$ cat config.mk
export PLATFORM = sky130hd
export DESIGN_NAME = alarm_timer_sequencer_flat
export DESIGN_NICKNAME = d
export VERILOG_FILES = /design/src/rtl/alarm_timer_sequencer_if.sv /design/src/rtl/alarm_timer_sequencer.sv /design/src/flat_wrapper.sv
export SDC_FILE = /design/constraint.sdc
export NUM_CORES = 1
export LEC_CHECK = 0
export CAP_MARGIN = 5
export CORE_MARGIN = 4
export CORE_UTILIZATION = 50
export DETAILED_ROUTE_END_ITERATION = 8
export GPL_TIMING_DRIVEN = 0
export PLACE_DENSITY_LB_ADDON = 0.05
export SKIP_LAST_GASP = 1
export SLEW_MARGIN = 20
export SYNTH_ARGS = -nofsm -noshare
export SYNTH_HDL_FRONTEND = slang
export SYNTH_SLANG_ARGS = --single-unit
export TNS_END_PERCENT = 50
$ cat constraint.sdc
create_clock -name clock -period 2.55 [get_ports clock]
set_clock_uncertainty 0.05 [all_clocks]
set_input_delay 0.255 -clock clock [delete_from_list [all_inputs] [get_ports clock]]
set_output_delay 0.255 -clock clock [all_outputs]
set_load 0.005 [all_outputs]
$ cat src/rtl/alarm_timer_sequencer_if.sv
// Purpose: request/status bundle between the alarm FSM (master), the owner
//          reprogramming path, and the alarm timer sequencer (slave).
// Latency: n/a (wires only).
// Backpressure: none; every strobe is accepted in the cycle it is presented.
// Signals: start_timer/interval   load-and-start request, parameter index
//          reprogram/time_param_sel/time_value   parameter bank write
//          expired/one_hz_enable/busy/remaining  timer status back to users
interface alarm_timer_sequencer_if;
  logic       start_timer;
  logic [1:0] interval;
  logic       reprogram;
  logic [1:0] time_param_sel;
  logic [3:0] time_value;
  logic       expired;
  logic       one_hz_enable;
  logic       busy;
  logic [3:0] remaining;

  modport master (
    output start_timer, interval, reprogram, time_param_sel, time_value,
    input  expired, one_hz_enable, busy, remaining
  );

  modport slave (
    input  start_timer, interval, reprogram, time_param_sel, time_value,
    output expired, one_hz_enable, busy, remaining
  );
endinterface

$ cat src/rtl/alarm_timer_sequencer.sv
// Purpose: shared countdown timer plus the four programmable time parameters
//          of the anti-theft system, paced by an internal 1 Hz enable.
// Latency: expired pulses the cycle after start edge + V*ONE_HZ_DIV (V>0), or
//          the cycle after the start edge when V=0; status outputs are pure
//          register decodes.
// Backpressure: none; start and reprogram strobes are always accepted.
// Ports:   clock, reset (synchronous, active-high)
//          bus (slave modport): start_timer, interval, reprogram,
//          time_param_sel, time_value in; expired, one_hz_enable, busy,
//          remaining out.
module alarm_timer_sequencer #(
  parameter int ONE_HZ_DIV        = 50_000_000,
  parameter int T_ARM_DELAY       = 6,
  parameter int T_DRIVER_DELAY    = 8,
  parameter int T_PASSENGER_DELAY = 15,
  parameter int T_ALARM_ON        = 10
) (
  input  logic                          clock,
  input  logic                          reset,
  alarm_timer_sequencer_if.slave        bus
);

  localparam int                PS_W   = $clog2(ONE_HZ_DIV);
  localparam logic [PS_W-1:0]   PS_MAX = PS_W'(ONE_HZ_DIV - 1);

  typedef enum logic [1:0] {
    IDLE   = 2'd0,
    COUNT  = 2'd1,
    EXPIRE = 2'd2
  } state_t;

  state_t            state_q, state_d;
  logic [PS_W-1:0]   prescaler_q, prescaler_d;
  logic [3:0]        remaining_q, remaining_d;
  // Packed bank: index 0 arm, 1 driver, 2 passenger, 3 alarm-on.
  logic [3:0][3:0]   params_q, params_d;
  logic              tick;
  logic [3:0]        start_val;

  assign tick      = (prescaler_q == PS_MAX);
  // Read from the registered bank so a same-cycle write is not seen by the start.
  assign start_val = params_q[bus.interval];

  always_comb begin
    state_d     = state_q;
    remaining_d = remaining_q;
    params_d    = params_q;
    prescaler_d = tick ? '0 : prescaler_q + 1'b1;

    if (bus.reprogram) begin
      params_d[bus.time_param_sel] = bus.time_value;
    end

    if (bus.start_timer) begin
      // Start wins over the tick and over EXPIRE; restarting drops the old run
      // without an expired pulse. Clearing the prescaler makes the first
      // second full length.
      remaining_d = start_val;
      prescaler_d = '0;
      state_d     = (start_val != 4'd0) ? COUNT : EXPIRE;
    end else begin
      unique case (state_q)
        COUNT: begin
          if (tick) begin
            if (remaining_q > 4'd1) begin
              remaining_d = remaining_q - 4'd1;
            end else begin
              remaining_d = 4'd0;
              state_d     = EXPIRE;
            end
          end
        end
        EXPIRE:  state_d = IDLE;
        default: state_d = state_q;
      endcase
    end
  end

  always_ff @(posedge clock) begin
    if (reset) begin
      state_q     <= IDLE;
      prescaler_q <= '0;
      remaining_q <= 4'd0;
      params_q    <= {4'(T_ALARM_ON), 4'(T_PASSENGER_DELAY),
                      4'(T_DRIVER_DELAY), 4'(T_ARM_DELAY)};
    end else begin
      state_q     <= state_d;
      prescaler_q <= prescaler_d;
      remaining_q <= remaining_d;
      params_q    <= params_d;
    end
  end

  assign bus.one_hz_enable = tick;
  assign bus.busy          = (state_q == COUNT);
  assign bus.expired       = (state_q == EXPIRE);
  assign bus.remaining     = remaining_q;

endmodule

$ cat src/flat_wrapper.sv
// flat-port wrapper written by rule: the top's interface ports become plain ports
module alarm_timer_sequencer_flat 
#(
  parameter int ONE_HZ_DIV        = 50_000_000,
  parameter int T_ARM_DELAY       = 6,
  parameter int T_DRIVER_DELAY    = 8,
  parameter int T_PASSENGER_DELAY = 15,
  parameter int T_ALARM_ON        = 10
)
  (clock, reset, bus_start_timer, bus_interval, bus_reprogram, bus_time_param_sel, bus_time_value, bus_expired, bus_one_hz_enable, bus_busy, bus_remaining);
  alarm_timer_sequencer_if bus_i ();
  input  logic clock;
  input  logic reset;
  input wire logic [$bits(bus_i.start_timer)-1:0] bus_start_timer;
  input wire logic [$bits(bus_i.interval)-1:0] bus_interval;
  input wire logic [$bits(bus_i.reprogram)-1:0] bus_reprogram;
  input wire logic [$bits(bus_i.time_param_sel)-1:0] bus_time_param_sel;
  input wire logic [$bits(bus_i.time_value)-1:0] bus_time_value;
  output wire logic [$bits(bus_i.expired)-1:0] bus_expired;
  output wire logic [$bits(bus_i.one_hz_enable)-1:0] bus_one_hz_enable;
  output wire logic [$bits(bus_i.busy)-1:0] bus_busy;
  output wire logic [$bits(bus_i.remaining)-1:0] bus_remaining;
  assign bus_i.start_timer = bus_start_timer;
  assign bus_i.interval = bus_interval;
  assign bus_i.reprogram = bus_reprogram;
  assign bus_i.time_param_sel = bus_time_param_sel;
  assign bus_i.time_value = bus_time_value;
  assign bus_expired = bus_i.expired;
  assign bus_one_hz_enable = bus_i.one_hz_enable;
  assign bus_busy = bus_i.busy;
  assign bus_remaining = bus_i.remaining;
  alarm_timer_sequencer #(.ONE_HZ_DIV(ONE_HZ_DIV), .T_ARM_DELAY(T_ARM_DELAY), .T_DRIVER_DELAY(T_DRIVER_DELAY), .T_PASSENGER_DELAY(T_PASSENGER_DELAY), .T_ALARM_ON(T_ALARM_ON)) u_core (.clock(clock), .reset(reset), .bus(bus_i));
endmodule
==> metrics.txt, run 1 <==
CTS Buf Count 5; f_max 0.414 GHz; actual slew at the worst max-slew pin 868 ps; Reg clk slew, reported paths 90 ps; post-route ant nets 0; # port buffers 18; clk buf depth 2; DRC viols 0; R2R Setup Slk 600 ps; register area 963 um^2; path type of the worst setup path flop to output port; GRT Residual Overflow 0; Syn Area/Cell 9.24 um^2; post-synthesis sequential area ratio 38.4%; top-count cell post-synth dfxtp_1; starting density of the core 52.3%; endpoints failing setup 0; switch share 23.6%; Yosys top cell area share 38.4%; prevailing post-synth register cell dfxtp_1; Critical R2R Launch u_core.prescaler_q[18]; Die W 78.8 um; post-synthesis simple-gate area fraction 30.5%; FF-to-FF End u_core.prescaler_q[23]; met2 wire len 2270 um; die span in y 78.8 um; GRT Util Overall 17.9%; Fin. Hold Viols 0; Post-layout nets 311; Post-synth ARST share 0%; Critical Path Max Stage Delay 520 ps; clock power share 38.2%; Design Power 1490 uW; number of flops mapped to enable cells by yosys 0; highest routed layer met4; vias in the first global route 1852; I/O pin count 19; Adder-Cell Fraction of Synth Area 1.50%; fin crit share 94.7%; Detailed Routing Iterations Pass 1 4; CTS HTree Levels 2; xor and xnor fraction of the mapped netlist area 4.20%; CP Cell Sequence ha_2 > and3_1 > buf_6 > nand3_4 > buf_6 > nor3_2 > clkdlybuf4s50_1; PostCTS Resize Cnt 0; combinational share of power 9.1%; largest family of logic cells by synthesized area simple AND/OR/NAND/NOR gates; initial antenna violation count 0; critical path required time 2250 ps; Startpoint Class flop; Worst Hold Path Cells 1; P_sw 352 uW; die footprint 0.00621 mm^2; # Max-Cap Violations 0; GPL Wtd Cong 0.812; # rows 25; Yosys cell types 52; WHS Endpoint u_core.prescaler_q[0]; largest cells by area after synthesis dfxtp_1, nor2_1, mux4_2; CORE AREA 0.00479 mm^2; post-synthesis mux area share 5.59%; pwr dens 514 mW/mm^2; Vias 2116; critical path's slowest cell clkdlybuf4s50_1; Post-Place Setup Slack 169 ps; worst-path maximum fanout 10; maximum VDD drop 0.400 mV; share of power burned in registers 52.7%; post-DR vias/cell 5.81; WP data arrival 2110 ps; pin count of the biggest net entering global routing 17; Synth Instances 271; footprint of the multi-input gates 0.00143 mm^2; Leak 0.00100 uW; status finished clean; Wirelength per Cell 14.6 um; clk_lat worst skew 300 ps; Worst Hold Launch u_core.prescaler_q[0]; hold_buf cts 0; first-pass GRT wire length 8850 um; crit-path most repeated cell buf_6; clk sinks 48; Routed met1 length 2730 um; Final min period 2420 ps; Slew Limit Fails 0; Layout area overhead 15.5%; drt total wl 5310 um; routed wl met3 261 um; Compound-Gate Fraction of Synth Area 14.8%; post-CTS setup buffers 0; Ys Warns 0; HPWL Detailed 3840 um; FF-to-FF path depth 6; TritonCTS clock tree done; Worst Hold Class flop to flop; max_slew headroom 42.0%; Synth top cells by count dfxtp_1, nor2_1, a21oi_1, nand3_1, nand4_1; layout cells sized above 1 13.5%; root buf cell clkbuf_8; syn nets 286; CP Capture Type output port; Final TNS setup 0 ps; RSZ-0062 raised after global routing no; Yosys top cell by area dfxtp_1; worst setup margin 135 ps; ant diodes 0; synthesized flop and latch total 48; DRT iter0 DRCs 131; synthesized cell area 0.00250 mm^2; fillers 427; internal power 1140 uW
-- worst max path at each step --
stage                     startpoint                endpoint  slack, ps  cells past startpoint
3_3_place_gp         bus_interval[0]       u_core.state_q[0]        210                      5
3_5_place_dp         bus_interval[0]       u_core.state_q[0]        170                      5
2_1_floorplan  u_core.prescaler_q[0]  u_core.prescaler_q[20]        740                      7
6_report       u_core.prescaler_q[0]       bus_one_hz_enable        130                      7
4_1_cts        u_core.prescaler_q[0]       bus_one_hz_enable          4                      7
5_1_grt        u_core.prescaler_q[0]       bus_one_hz_enable         30                      7
-- placed cells by master (no fill, tap or decap), drive strengths merged, types with 10 or more instances in the layout --
cell           netlist  final
dfxtp               48     48
clkdlybuf4s50        0     18
inv                 12     13
a21oi               15     15
nor2                38     38
nand4               15     15
nand2               10     10
nand3               14     14
-- flip-flops by register name, indices dropped and copies added (netlist names) --
signal	cells
u_core.bus.remaining	4
u_core.params_q	16
u_core.prescaler_q	26
u_core.state_q	2
-- power by group through the flow --
stage / clock (uW) / combinational, uW / sequential, uW
2_1_floorplan: 0 / 79.6 / 798
3_3_place_gp: 0 / 135 / 800
3_5_place_dp: 0 / 136 / 801
4_1_cts: 586 / 136 / 784
5_1_grt: 613 / 152 / 787
6_report: 568 / 136 / 784
-- cell families after synthesis --
logic type      count (synthesis)
flops                          48
xor+xnor                       12
buf+inv                        24
mux                             9
compound gates                 47
simple gates                  128
fa+ha+maj                       3
-- routing by layer --
metal  vias up  GRT usage [%]
li1       1066              -
met1       998           26.8
met2        47           26.1
met3         5           2.49
met4         0           5.77
met5         -              0
-- through the flow --
stage          hold slack (ps)  std cells  area [um^2]  util (%)
6_report                   395        364         2890      60.5
5_1_grt                    430        364         2890      60.5
4_1_cts                    419        364         2880      60.3
3_5_place_dp               396        356         2770      57.9
3_3_place_gp               390        356         2770      57.9
2_1_floorplan              323        271         2500         -
-- worst max-delay path, delay by kind of cell (launching register included) --
family                     cells  cell delay [ps]
adders and majority gates      1              200
DFF                            1              370
buffers and inverters          3              800
and+or+nand+nor                3              440
-- area by class of cell --
cell class              count  share of cell area (%)
repair buffers             18                    6.23
inverters                  12                    1.56
clock buffers               5                    2.38
well taps                  67                    2.90
multi-input cells         199                    49.2
flip-flops and latches     48                    33.3
clock inverters             3                    1.60
plain buffers              12                    2.81
No activity file was read; power rests on OpenSTA's default activity.
==> inputs of run 2 (changes only) <==
- CORE_ASPECT_RATIO: default -> 1.25
- DONT_BUFFER_PORTS: default -> 1
==> run 2 against run 1 <==
Net effect: critical path depth decreased by 1; global-route usage rose by 0.34 points; clock power hardly changed; fmax is 17% higher; critical path type unchanged; non-clock buffer count down 18; critical endpoint unchanged.
==> metrics.txt, run 2 (synthesis gave the netlist of run 1 again) <==
GR Util met3 3.70%; fillers 427; max_slew headroom 43.5%; GPL Wtd Cong 0.890; commonest non-fill, non-tap cells in the layout dfxtp_1, nor2_1, nand3_1, nand4_1, a21oi_1; ant diodes 0; CP bufs+invs 2; GRT Util Overall 18.2%; hold_buf cts 0; post-CTS setup buffers 0; post-DR vias/cell 5.87; critical path's slowest cell dfxtp_1; I/O pin count 19; Worst Hold Launch bus_time_value[1]; Reg clk slew, reported paths 90 ps; CORE AREA 0.00480 mm^2; Leak 0.000937 uW; status finished clean; Wirelength per Cell 15.6 um; Critical R2R Launch u_core.prescaler_q[0]; Post-layout nets 293; Worst Hold Class input pin to flop; Top Family by Delay on Critical Path simple AND/OR/NAND/NOR gates; commonest non-fill, non-tap cell in the layout dfxtp_1; DRC viols 0; TritonCTS clock tree done; crit-path most repeated cell buf_6; Biggest register u_core.prescaler_q; FF-to-FF End u_core.prescaler_q[20]; drt total wl 5290 um; Critical Path Max Stage Delay 410 ps; met1 Use GR 21.2%; CP Capture Type output port; FF-to-FF path depth 7; Slew Limit Fails 0; Worst Hold Path Cells 1; pwr dens 539 mW/mm^2; first-pass GRT wire length 9120 um; critical path required time 2250 ps; initial antenna violation count 0; clk sinks 48; pin count of the biggest net entering global routing 17; worst-path maximum fanout 10; vias in the first global route 1956; post-route insts no fill 339; clk buf depth 2; Final min period 2070 ps; PostCTS Resize Cnt 0; CTS HTree Levels 2; # Max-Cap Violations 0; Die W 71.3 um; DRT iter0 DRCs 107; HPWL Detailed 3880 um; actual slew at the worst max-slew pin 846 ps; # rows 28; post-route ant nets 0; Design Power 1450 uW; root buf cell clkbuf_8; Detailed Routing Iterations Pass 1 4; CP startpoint u_core.prescaler_q[0]; final instance area 0.00270 mm^2; endpoints failing setup 0; layout cells sized above 1 12.9%; Layout area overhead 7.59%; max reg flops 26; placed cell count 331; Placed Area 0.00258 mm^2; Most Crowded Layer GR met2; CTS Buf Count 5; f_max 0.483 GHz; worst setup margin 478 ps; fin crit share 81.3%; Fin. Hold Viols 0; Vias 1989; GRT Residual Overflow 0; CP Cell Sequence ha_1 > and3_1 > buf_6 > nand3_4 > buf_6 > nor3_1; clk_lat worst skew 300 ps; path type of the worst setup path flop to output port; starting density of the core 52.2%; R2R Setup Slk 600 ps; Post-Place Setup Slack 592 ps; RSZ-0062 raised after global routing no; Startpoint Class flop; die footprint 0.00621 mm^2; die span in y 87.1 um; WP data arrival 1770 ps; WP depth 6; maximum VDD drop 0.367 mV; grt met2 use 32.5%; CP endpoint bus_one_hz_enable; Final TNS setup 0 ps; # port buffers 0
-- run 2: cell count changes in the layout (fill, tap and decap cells not counted) --
cell,before,now
clkdlybuf4s50_1,18,0
ha_2,1,0
nor3_1,5,6
dfxtp_2,2,0
dfxtp_1,46,48
ha_1,2,3
nor3_2,1,0
-- run 2: how the worst min path moves through the flow --
stage | endpoint | slack [ps]
final | u_core.params_q[1] | 20
after global routing | u_core.params_q[2] | 10
after CTS | u_core.params_q[2] | 9
after detailed placement | u_core.params_q[2] | 330
after global placement | u_core.params_q[1] | 320
after floorplan | u_core.params_q[1] | 320
-- run 2: report_power, final --
part / switching (uW) / internal [uW] / total, uW
combinational: 50.4 / 45.6 / 96.0
clock: 275 / 296 / 570
sequential: 16.3 / 769 / 785
-- run 2: area by class of cell --
| type | instances | area (um^2) | share of cell area, % |
|---|---|---|---|
| tap | 60 | 75.1 | 2.79 |
| sequential | 48 | 961 | 35.7 |
| inverter | 12 | 45.0 | 1.67 |
| clock buffer | 5 | 68.8 | 2.55 |
| buffer | 12 | 81.3 | 3.02 |
| multi-input combinational | 199 | 1420 | 52.6 |
| clock inverter | 3 | 46.3 | 1.72 |
-- run 2: metal layers --
metal	vias to the layer above	part of all wire, %
met2	26	51
met3	11	3.1
met5	-	0
met1	921	44
met4	0	2.3
li1	1031	-
-- run 2: metrics by stage --
stage	util, %	hold slack, ps
final	56.2	17.5
after global routing	56.2	10.1
after detailed placement	53.8	327
after global placement	53.8	324
after floorplan	-	323
after CTS	56.2	9.37
==> inputs of run 3 (changes only) <==
- clock period: 2.55 -> 1.8 ns (I/O delays scaled with it)
==> run 3 against run 2 <==
Net effect: the run now ends with hold timing left; global-route usage up 1.2 points; register-to-register slack got worse by 570 ps; sequential power grew 41%; count of clock-buffer cells in the layout unchanged; utilization grew 5.1 points; sequential share of layout area is 2.5 points lower; die area stayed put; routed wire length is 8.6% higher; worst hold slack got worse by 19 ps.
==> metrics.txt, run 3 (synthesis gave the netlist of run 1 again) <==
status finished with violations; failing checks hold timing; RSZ-0062 raised after global routing yes; GRT Residual Overflow 0; Worst Hold Class input pin to flop; ant diodes 0; Fin. Hold Viols 1; clk sinks 48; switch share 24.0%; Reg clk slew, reported paths 100 ps; Wirelength per Cell 16.2 um; DRT iter0 DRCs 64; max reg flops 26; Biggest register u_core.prescaler_q; combinational share of power 7.7%; I/O pin count 19; fillers 439; Layout area overhead 17.4%; critical path required time 1940 ps; GPL Wtd Cong 0.845; share of power burned in registers 53.1%; Vias 2109; path type of the worst setup path flop to flop; first-pass GRT wire length 9570 um; # Max-Cap Violations 0; Die W 71.3 um; CTS HTree Levels 2; TritonCTS clock tree done; Startpoint Class flop; layout cells sized above 1 22.1%; CORE AREA 0.00480 mm^2; Placed Area 0.00258 mm^2; # rows 28; Critical R2R Launch u_core.prescaler_q[0]; clock power share 39.2%; HPWL Detailed 3960 um; drt total wl 5740 um; GRT Util Overall 19.4%; maximum VDD drop 0.490 mV; max_slew headroom 46.0%; initial antenna violation count 0; Slew Limit Fails 0; internal power 1590 uW; Worst Hold Launch bus_start_timer; Detailed Routing Iterations Pass 1 4; Leak 0.00104 uW; worst-path maximum fanout 4; Final min period 1770 ps; P_sw 502 uW; clk_lat worst skew 310 ps; commonest non-fill, non-tap cells in the layout dfxtp_1, nor2_1, nand4_1, a21oi_1; DRC viols 0; WP data arrival 1900 ps; f_max 0.566 GHz; post-route ant nets 0; vias in the first global route 2057; Hold WS -1.05 ps; root buf cell clkbuf_8; pin count of the biggest net entering global routing 17; die span in y 87.1 um; actual slew at the worst max-slew pin 809 ps; post-DR vias/cell 5.96; pwr dens 711 mW/mm^2; CP Capture Type flop; CP startpoint u_core.prescaler_q[0]; commonest non-fill, non-tap cell in the layout dfxtp_1; clk buf depth 2; endpoints failing setup 0; Post-layout nets 308; final instance area 0.00294 mm^2; starting density of the core 52.2%; die footprint 0.00621 mm^2; fin crit share 98.1%; # port buffers 0; CTS Buf Count 5
[run 3: stage by stage]
step,util (%),total power [uW],cells,worst slack [ps],TNS [ps]
6_report,61.3,2090,354,33.6,0
4_1_cts,59.6,2100,354,-46.0,-239
2_1_floorplan,-,1240,271,14.4,0
3_3_place_gp,53.8,1270,331,-146,-2760
5_1_grt,61.3,2160,354,-72.9,-262
3_5_place_dp,53.8,1280,331,-146,-2940
[run 3: metal layers]
| layer | vias up | routed length, um | GRT usage (%) |
|---|---|---|---|
| li1 | 1056 | - | - |
| met3 | 16 | 220 | 4.27 |
| met2 | 46 | 2910 | 33.3 |
| met5 | - | 0 | 0 |
| met1 | 991 | 2430 | 22.4 |
| met4 | 0 | 183 | 10.1 |
[run 3: area by class of cell]
type | instances | area (um^2) | share of cell area [%]
Multi-Input combinational cell | 199 | 1520 | 51.5
Sequential cell | 48 | 976 | 33.2
Timing Repair Buffer | 16 | 133 | 4.51
Buffer | 11 | 81.3 | 2.77
Tap cell | 60 | 75.1 | 2.55
Clock buffer | 5 | 68.8 | 2.34
Clock inverter | 3 | 46.3 | 1.57
Inverter | 12 | 45.0 | 1.53
[run 3: worst max-delay path: stages (launching register included)]
cell and delay [ps]:
dfxtp_2 360, ha_4 150, and3_4 180, buf_6 100, nand3_4 90, buf_4 160
buf_2 150, o31ai_1 290, a21oi_1 120
[run 3: worst paths after layout]
path	slack, ps	cells past startpoint	end
max reg2reg	30	8	u_core.prescaler_q[16]
min	-1	2	u_core.state_q[1]
min reg2reg	410	1	u_core.params_q[8]
max	30	8	u_core.prescaler_q[16]
[run 3: timing repair]
action / 4_1_cts / 5_1_grt
gates resized for setup: 9 / 17
pin swaps: 2 / 8
setup endpoints to repair: 27 / 32
gates cloned: 1 / 0
hold buffers: 6 / 0
setup buffers: 8 / 1
hold endpoints to repair: 10 / 0
[run 3: power groups by stage]
stage | Clock (uW) | Combinational [uW] | Sequential [uW]
CTS | 831 | 159 | 1110
floorplan | 0 | 113 | 1130
global placement | 0 | 135 | 1140
detailed placement | 0 | 137 | 1140
finish | 819 | 160 | 1110
global route | 863 | 180 | 1110
